**src/rtl/pipe_ctrl_pkg.sv**
```systemverilog
// Shared types and constants for the pipeline hazard controller.
package pipe_ctrl_pkg;

  // Controller sequencing states.
  typedef enum logic [1:0] {
    S_BOOT = 2'd0,
    S_RUN  = 2'd1,
    S_MD   = 2'd2
  } state_e;

  // x0 is hard-wired zero, so it never creates a dependency.
  localparam logic [4:0] REG_ZERO = 5'd0;

  // The eight stall/flush controls, assembled internally then fanned out to ports.
  typedef struct packed {
    logic f_stall;
    logic fd_stall;
    logic fd_flush;
    logic de_stall;
    logic de_flush;
    logic em_stall;
    logic em_flush;
    logic mw_stall;
  } ctrl_t;

endpackage

```
**src/rtl/load_use_detect.sv**
```systemverilog
// Combinational load-use hazard detector between the ID and EX stages.
module load_use_detect
  import pipe_ctrl_pkg::*;
(
  input  logic [4:0] D_rs1,
  input  logic [4:0] D_rs2,
  input  logic [4:0] E_rd,
  input  logic       E_mem_read,
  output logic       hazard
);

  // A load in EX whose destination feeds either source of the ID instruction.
  assign hazard = E_mem_read && (E_rd != REG_ZERO) && ((E_rd == D_rs1) || (E_rd == D_rs2));

endmodule

```
**src/rtl/pipeline_hazard_ctrl.sv**
```systemverilog
// Stall/flush sequencer for the 5-stage pipeline: boot bubbling, memory waits,
// MUL/DIV occupancy of EX, branch redirects and load-use bubbles.
module pipeline_hazard_ctrl
  import pipe_ctrl_pkg::*;
#(
  parameter int unsigned MD_CYCLES   = 4,
  parameter int unsigned BOOT_CYCLES = 2,
  parameter int unsigned CNT_W       = 32
) (
  input  logic             clk,
  input  logic             rst,
  input  logic [4:0]       D_rs1,
  input  logic [4:0]       D_rs2,
  input  logic [4:0]       E_rd,
  input  logic             E_mem_read,
  input  logic             E_branch_taken,
  input  logic             E_md_start,
  input  logic             imem_wait,
  input  logic             dmem_wait,
  output logic             F_stall,
  output logic             FD_stall,
  output logic             FD_flush,
  output logic             DE_stall,
  output logic             DE_flush,
  output logic             EM_stall,
  output logic             EM_flush,
  output logic             MW_stall,
  output logic [CNT_W-1:0] stall_cnt
);

  localparam logic [7:0] BootLoad = 8'(BOOT_CYCLES - 1);
  localparam logic [7:0] MdLoad   = 8'(MD_CYCLES - 2);

  state_e           state_q, state_d;
  logic [7:0]       boot_cnt_q, boot_cnt_d;
  logic [7:0]       md_cnt_q, md_cnt_d;
  logic [CNT_W-1:0] stall_cnt_q;
  logic             load_use;
  logic             md_busy;
  ctrl_t            ctrl;

  load_use_detect u_load_use_detect (
    .D_rs1      (D_rs1),
    .D_rs2      (D_rs2),
    .E_rd       (E_rd),
    .E_mem_read (E_mem_read),
    .hazard     (load_use)
  );

  assign md_busy = ((state_q == S_RUN) && E_md_start) || (state_q == S_MD);

  // State, counters and the saturating stall counter.
  always_ff @(posedge clk) begin
    if (rst) begin
      state_q     <= S_BOOT;
      boot_cnt_q  <= BootLoad;
      md_cnt_q    <= 8'd0;
      stall_cnt_q <= '0;
    end else begin
      state_q    <= state_d;
      boot_cnt_q <= boot_cnt_d;
      md_cnt_q   <= md_cnt_d;
      if ((state_q != S_BOOT) && ctrl.f_stall && (stall_cnt_q != '1)) begin
        stall_cnt_q <= stall_cnt_q + CNT_W'(1);
      end
    end
  end

  // Next-state: boot countdown and MUL/DIV occupancy; a data wait freezes everything.
  always_comb begin
    state_d    = state_q;
    boot_cnt_d = boot_cnt_q;
    md_cnt_d   = md_cnt_q;
    unique case (state_q)
      S_BOOT: begin
        if (boot_cnt_q == 8'd0) state_d = S_RUN;
        else                    boot_cnt_d = boot_cnt_q - 8'd1;
      end
      S_RUN: begin
        // A 2-cycle op is fully covered by the start cycle, so S_MD is skipped.
        if (!dmem_wait && E_md_start && (MD_CYCLES > 2)) begin
          md_cnt_d = MdLoad;
          state_d  = S_MD;
        end
      end
      S_MD: begin
        if (!dmem_wait) begin
          if (md_cnt_q == 8'd1) state_d = S_RUN;
          else                  md_cnt_d = md_cnt_q - 8'd1;
        end
      end
      default: state_d = S_BOOT;
    endcase
  end

  // Output decode in priority order; reset and boot bubble the whole pipe.
  always_comb begin
    ctrl = '0;
    if (rst || (state_q == S_BOOT)) begin
      ctrl.f_stall  = 1'b1;
      ctrl.fd_flush = 1'b1;
      ctrl.de_flush = 1'b1;
      ctrl.em_flush = 1'b1;
    end else if (dmem_wait) begin
      ctrl.f_stall  = 1'b1;
      ctrl.fd_stall = 1'b1;
      ctrl.de_stall = 1'b1;
      ctrl.em_stall = 1'b1;
      ctrl.mw_stall = 1'b1;
    end else if (md_busy) begin
      ctrl.f_stall  = 1'b1;
      ctrl.fd_stall = 1'b1;
      ctrl.de_stall = 1'b1;
      ctrl.em_flush = 1'b1;
    end else if (E_branch_taken) begin
      // Only reachable in S_RUN; the PC takes the target so fetch is not held.
      ctrl.fd_flush = 1'b1;
      ctrl.de_flush = 1'b1;
    end else if (load_use) begin
      ctrl.f_stall  = 1'b1;
      ctrl.fd_stall = 1'b1;
      ctrl.de_flush = 1'b1;
    end else if (imem_wait) begin
      ctrl.f_stall  = 1'b1;
      ctrl.fd_flush = 1'b1;
    end
  end

  assign F_stall   = ctrl.f_stall;
  assign FD_stall  = ctrl.fd_stall;
  assign FD_flush  = ctrl.fd_flush;
  assign DE_stall  = ctrl.de_stall;
  assign DE_flush  = ctrl.de_flush;
  assign EM_stall  = ctrl.em_stall;
  assign EM_flush  = ctrl.em_flush;
  assign MW_stall  = ctrl.mw_stall;
  assign stall_cnt = stall_cnt_q;

endmodule

```
**config.mk**
```make
export PLATFORM = sky130hd
export DESIGN_NAME = pipeline_hazard_ctrl
export DESIGN_NICKNAME = d
export VERILOG_FILES = /design/src/rtl/pipe_ctrl_pkg.sv /design/src/rtl/load_use_detect.sv /design/src/rtl/pipeline_hazard_ctrl.sv
export SDC_FILE = /design/constraint.sdc
export NUM_CORES = 1
export LEC_CHECK = 0
export CAP_MARGIN = 20
export CORE_MARGIN = 2
export CORE_UTILIZATION = 45
export CTS_CLUSTER_DIAMETER = 80
export DETAILED_ROUTE_END_ITERATION = 16
export PLACE_DENSITY = 0.72
export SYNTH_ARGS = -nofsm -noshare
export SYNTH_HDL_FRONTEND = slang
export SYNTH_HIERARCHICAL = 1
export SYNTH_SLANG_ARGS = --single-unit
```
**constraint.sdc**
```tcl
create_clock -name clk -period 4.5 [get_ports clk]
set_clock_uncertainty 0.1 [all_clocks]
set_input_delay 0.9 -clock clk [delete_from_list [all_inputs] [get_ports clk]]
set_output_delay 0.9 -clock clk [all_outputs]
set_load 0.1 [all_outputs]
```
==> run_results.csv, run 1 <==
group,metric,value,unit
critical_path,critPathKind,"input port to output port",
timing,worstMarginPinSlew,1010,ps
clock_network,clockBufferDepth,2,
clock_network,h-tree-depth,2,
routing,drt_iter0_drc,143,
timing,rsz0062_at_grt,"false",
global_routing,antenna_found_initial,0,
routing,route.vias.total,2809,
hold_path,hold_class,"flip-flop to flip-flop",
routing,drc,0,
timing,max_freq,0.244,GHz
critical_path,r2r-end,"stall_cnt[9]",
finish,seq_area,0.00100,mm^2
hold_path,whs_path_depth,2,
critical_path,cp_data_required_time,3500,ps
synth,synth.distinct_cells,53,
timing,maxSlewHeadroom,32.8,%
clock_network,cts_root_buffer,"clkbuf_8",
timing,setup_viol_count_final,0,
power,p_per_area,402,mW/mm^2
die,coreArea,0.00635,mm^2
finish,multi_input_area,0.00181,mm^2
finish,areaGrowthSynthToFinish,26.3,%
die,start_util,46.4,%
global_routing,grt_use_total,19.1,%
global_routing,grt_start_max_net_pins,35,
synth,synth_edf_count,0,
synth,yosysSeqAreaShare,34.0,%
clock_network,cts_buffers,5,
finish,finalNetCount,432,
critical_path,r2r_setup_slack,1550,ps
finish,fill_cells,566,
critical_path,critPathCapture,"F_stall",
die,io_pins,62,
critical_path,rr_worst_depth,7,
clock_network,cts-hold-fix-buffers,0,
synth,ys_ff_latch,50,
finish,utilization,58.6,%
placement,dpl.hpwl,5020,um
finish,layout_commonest_cell,"clkdlybuf4s50_1",
finish,layout_common_cells,"52 x clkdlybuf4s50_1, 50 x dfxtp_1, 36 x nor2_1",
die,die_y,84.9,um
critical_path,cp.arrival,3100,ps
global_routing,grt_pass1_vias,2507,
die,rows,29,
finish,drive_gt1_share,10.6,%
outcome,outcome,"complete, no violations",
synth,netlist_area,0.00295,mm^2
critical_path,worstReg2RegStart,"stall_cnt[0]",
clock_network,cts_num_sinks,50,
power,totalPowerFinal,0.00150,W
synth,yosys_most_used_dff,"dfxtp_1",
timing,final-hold-violation-count,0,
die,die_x,84.9,um
global_routing,grt_pass1_wl,11600,um
routing,via_per_inst,5.82,
synth,yosys.area.top_type,"dfxtp_1",
synth,synth_warnings,6,
critical_path,path_max_fanout,8,
routing,firstDrtPassIters,4,
clock_network,post_cts_buffers,0,
critical_path,slowest_stage,"or4_1",
critical_path,path_cells,"clkdlybuf4s50_1 -> or4_1 -> o21ai_1 -> a21oi_1 -> nor2_1 -> o2111ai_2 -> or3_1 -> buf_12",
hold_path,hp-start,"stall_cnt[14]",
timing,tns,0,ps
clock_network,cts_resized,0,
synth,synth_top_area_share,34.0,%
routing,wl_per_cell,14.3,um
critical_path,critPathMaxStageDelay,540,ps
routing,wl,6930,um
finish,antenna_cells,0,
routing,drt.antenna.violating_nets,0,
power,worst_ir_drop_vdd,305,uV
synth,syn_avg_cell_area,8.30,um^2
global_routing,overflow,0,
clock_network,tritoncts,"yes",
clock_network,path_clk_slew,90,ps
critical_path,critPathCaptureType,"output port",
timing,fin_crit_sh,91.2,%
run,cap_violations,0,
critical_path,critPathLaunch,"E_rd[1]",
synth,synth_top_cells_by_area,"dfxtp_1 34%, a21oi_1 5.4%, nor2_1 4.6%",
placement,gp_congestion,0.833,
synth,synthCells,355,
synth,async_flop_share,0,%
synth,syn_nets,382,
timing,slew_viol_final,0,
power,p_leak,1.21,nW
placement,numPortBuffers,61,
clock_network,insertion_delay,300,ps
timing,period_minus_slack,4100,ps
die,die-area,0.00721,mm^2
critical_path,critPathLaunchType,"input port",
[critical path, delay by kind of cell]
family	cells	cell delay, ps
AO/OA/AOI/OAI	3	450
buffers and inverters	2	650
AND/OR/NAND/NOR	3	1100
[cells by family (layout without fill, tap and decap cells)]
logic type | count (synthesis) | in the layout | synth area share [%]
simple gates | 155 | 155 | 30.5
fa+ha+maj | 5 | 5 | 2.12
compound gates | 81 | 81 | 18.1
xor+xnor | 22 | 22 | 6.54
flops | 50 | 50 | 34.0
mux | 9 | 9 | 3.44
buf+inv | 33 | 84 | 5.39
[worst min path at each step]
stage	to	slack [ps]
floorplan	boot_cnt_q[3]	370
global placement	stall_cnt[26]	390
detailed placement	stall_cnt[27]	390
CTS	stall_cnt[27]	410
global route	stall_cnt[31]	430
finish	stall_cnt[14]	410
[cell usage after synthesis, types with 10 or more instances]
cell type and instances:
nand3_1 14, nor2b_1 10, o21ai_0 11, clkbuf_1 11
nand4_1 13, or4_1 16, or3_1 12, a21oi_1 32
xnor2_1 13, nor2_1 36, inv_1 12, nand2_1 14
dfxtp_1 50, o31ai_1 15
[layer usage]
| metal | global-route usage (%) | part of all wire [%] | vias to the layer above |
|---|---|---|---|
| li1 | - | - | 1406 |
| met1 | 25.2 | 47 | 1341 |
| met2 | 32.4 | 48 | 56 |
| met3 | 3.31 | 3.8 | 6 |
| met4 | 4.76 | 0.94 | 0 |
| met5 | 0 | 0 | - |
[where the power goes]
| group | internal (W) | total [W] | switching (W) |
|---|---|---|---|
| Sequential | 0.000495 | 0.000547 | 0.0000518 |
| Clock | 0.000223 | 0.000380 | 0.000157 |
| Combinational | 0.000198 | 0.000571 | 0.000373 |
| Total | 0.000916 | 0.00150 | 0.000581 |
[sequential cells by signal, summed over array words and instances, names as in the netlist]
signal,count
boot_cnt_q,8
stall_cnt,32
state_q,2
md_cnt_q,8
[cell type report]
class	count	area share (%)
Clock buffer	5	1.85
Tap cell	77	2.59
Clock inverter	3	1.85
Multi-Input combinational cell	272	48.6
Timing Repair Buffer	64	17.0
Inverter	12	1.21
Sequential cell	50	26.9
[stage by stage]
stage	hold WS [ps]	instance area [um^2]	setup slack, ps	instances
final	406	3720	398	483
after global routing	430	3720	247	483
after CTS	408	3720	374	483
after detailed placement	394	3580	288	475
after global placement	386	3580	432	475
after floorplan	371	2970	190	355
No activity file was read; power rests on OpenSTA's default activity.
==> run 2, diff against run 1 <==
--- a/config.mk
+++ b/config.mk
@@ -11,6 +11,7 @@
 export CTS_CLUSTER_DIAMETER = 80
 export DETAILED_ROUTE_END_ITERATION = 16
 export PLACE_DENSITY = 0.72
+export SETUP_SLACK_MARGIN = 0.5
 export SYNTH_ARGS = -nofsm -noshare
 export SYNTH_HDL_FRONTEND = slang
 export SYNTH_HIERARCHICAL = 1
==> run 2 against run 1 <==
Compared with the run above: wire length is 1.8% lower; clock power shrank 22%; cell area hardly changed; register-to-register slack improved by 20 ps; setup slack improved by 220 ps; cell count grew 0.41%; sequential share of layout area about the same; largest power group unchanged.
==> run_results.csv, run 2 (synthesis gave the netlist of run 1 again) <==
group,metric,value,unit
clock_network,tritoncts,"yes",
critical_path,path_delay_family,"simple AND/OR/NAND/NOR gates",
finish,drive_gt1_share,11.3,%
power,worst_ir_drop_vdd,320,uV
die,die-area,0.00721,mm^2
timing,maxSlewHeadroom,30.9,%
finish,areaGrowthSynthToFinish,26.3,%
finish,largest_reg_flops,32,
timing,setup_viol_count_final,0,
clock_network,cts_num_sinks,50,
finish,antenna_cells,0,
routing,drc,0,
die,start_util,46.4,%
placement,dpl.hpwl,4890,um
clock_network,clockBufferDepth,2,
critical_path,critPathLaunchType,"input port",
critical_path,path_cells,"clkdlybuf4s50_1 -> or4_1 -> o21ai_1 -> a21oi_1 -> nor2_1 -> o2111ai_2 -> or3_4 -> buf_12",
critical_path,slowest_stage,"or4_1",
clock_network,post_cts_buffers,0,
routing,wl_per_cell,14.0,um
die,die_y,84.9,um
placement,dp.cells,477,
routing,drt.antenna.violating_nets,0,
critical_path,r2r_setup_slack,1570,ps
critical_path,critPathCaptureType,"output port",
global_routing,grt_start_max_net_pins,35,
finish,finalNetCount,434,
clock_network,cts_resized,0,
clock_network,path_clk_slew,90,ps
timing,rsz0062_at_grt,"false",
power,p_leak,1.23,nW
placement,numPortBuffers,61,
die,die_x,84.9,um
global_routing,overflow,0,
clock_network,cts_buffers,5,
critical_path,critPathMaxStageDelay,480,ps
global_routing,antenna_found_initial,0,
clock_network,cts_root_buffer,"clkbuf_8",
placement,gp_congestion,0.784,
placement,pre_cts_slack,440,ps
outcome,outcome,"complete, no violations",
clock_network,insertion_delay,310,ps
critical_path,path_max_fanout,3,
global_routing,grt_pass1_vias,2503,
critical_path,critPathKind,"input port to output port",
placement,placed_cell_area,0.00360,mm^2
die,rows,29,
timing,tns,0,ps
hold_path,hold_class,"flip-flop to flip-flop",
timing,slew_viol_final,0,
routing,via_per_inst,5.81,
critical_path,cp.arrival,2880,ps
timing,max_freq,0.258,GHz
timing,worstMarginPinSlew,1040,ps
timing,fin_crit_sh,86.3,%
timing,setup_slack,618,ps
routing,route.vias.total,2820,
finish,layout.cells.non_filler,485,
global_routing,grt_use_total,19.0,%
routing,drt_iter0_drc,178,
routing,firstDrtPassIters,4,
finish,seq_area,0.00100,mm^2
critical_path,cp_data_required_time,3500,ps
global_routing,grt_pass1_wl,11500,um
critical_path,cp_num_buf_inv,2,
routing,wl,6800,um
finish,fill_cells,541,
finish,layout_common_cells,"50 x dfxtp_1, 50 x clkdlybuf4s50_1, 36 x nor2_1",
timing,final-hold-violation-count,0,
finish,multi_input_area,0.00182,mm^2
clock_network,cts-hold-fix-buffers,0,
clock_network,h-tree-depth,2,
die,io_pins,62,
finish,final_cell_area,0.00372,mm^2
power,p_per_area,380,mW/mm^2
run,cap_violations,0,
die,coreArea,0.00635,mm^2
timing,period_minus_slack,3880,ps
## run 2: cell types whose count changed in the layout (fill, tap and decap cells not counted)
cell / previous run / this run
buf_4: 9 / 11
bufinv_16: 2 / 0
clkbuf_8: 5 / 7
clkdlybuf4s50_1: 52 / 50
dlymetal6s2s_1: 0 / 2
nor3_2: 1 / 0
nor3_4: 1 / 2
or3_1: 12 / 11
or3_4: 0 / 1
## run 2: cell type report
cell class                 count  share of cell area (%)
multi-input combinational    272                    48.9
clock inverter                 1                   0.235
inverter                      12                    1.21
tap                           77                    2.59
sequential                    50                    26.9
timing repair buffer          66                    17.6
clock buffer                   7                    2.59
## run 2: routing by layer
| metal | track usage, % | part of all wire [%] | vias up |
|---|---|---|---|
| li1 | - | - | 1424 |
| met3 | 3.40 | 4.5 | 8 |
| met1 | 25.1 | 46 | 1312 |
| met4 | 6.06 | 1.1 | 0 |
| met2 | 31.7 | 48 | 76 |
| met5 | 0 | 0 | - |
## run 2: worst paths after layout
path,startpoint,endpoint,cells after the start
setup / recovery,E_rd[2],F_stall,8
hold / removal,stall_cnt[14],stall_cnt[14],2
setup reg to reg,stall_cnt[0],stall_cnt[16],7
hold reg to reg,stall_cnt[14],stall_cnt[14],2
## run 2: worst min-delay path: stages, from the launching register on
cell and delay, ps:
dfxtp_1 340, o31ai_1 70, a21oi_1 50
## run 2: stage by stage
| stage | hold WS (ps) | util [%] | power, W |
|---|---|---|---|
| finish | 405 | 58.6 | 0.00141 |
| global route | 426 | 58.6 | 0.00150 |
| CTS | 403 | 58.4 | 0.00143 |
| detailed placement | 388 | 56.8 | 0.00113 |
| global placement | 386 | 56.8 | 0.00112 |
| floorplan | 371 | - | 0.00101 |
## run 2: report_power, final
| part | switching (W) | internal [W] | leakage [nW] |
|---|---|---|---|
| clock | 0.000154 | 0.000141 | 0.0544 |
| sequential | 0.0000510 | 0.000495 | 0.405 |
| combinational | 0.000370 | 0.000202 | 0.773 |
==> run 3, diff against run 2 <==
--- a/config.mk
+++ b/config.mk
@@ -5,6 +5,7 @@
 export SDC_FILE = /design/constraint.sdc
 export NUM_CORES = 1
 export LEC_CHECK = 0
+export ABC_CLOCK_PERIOD_IN_PS = 4500
 export CAP_MARGIN = 20
 export CORE_MARGIN = 2
 export CORE_UTILIZATION = 45
==> results of run 3 <==
No change in the layout: final DEF, timing and power equal those of run 2.
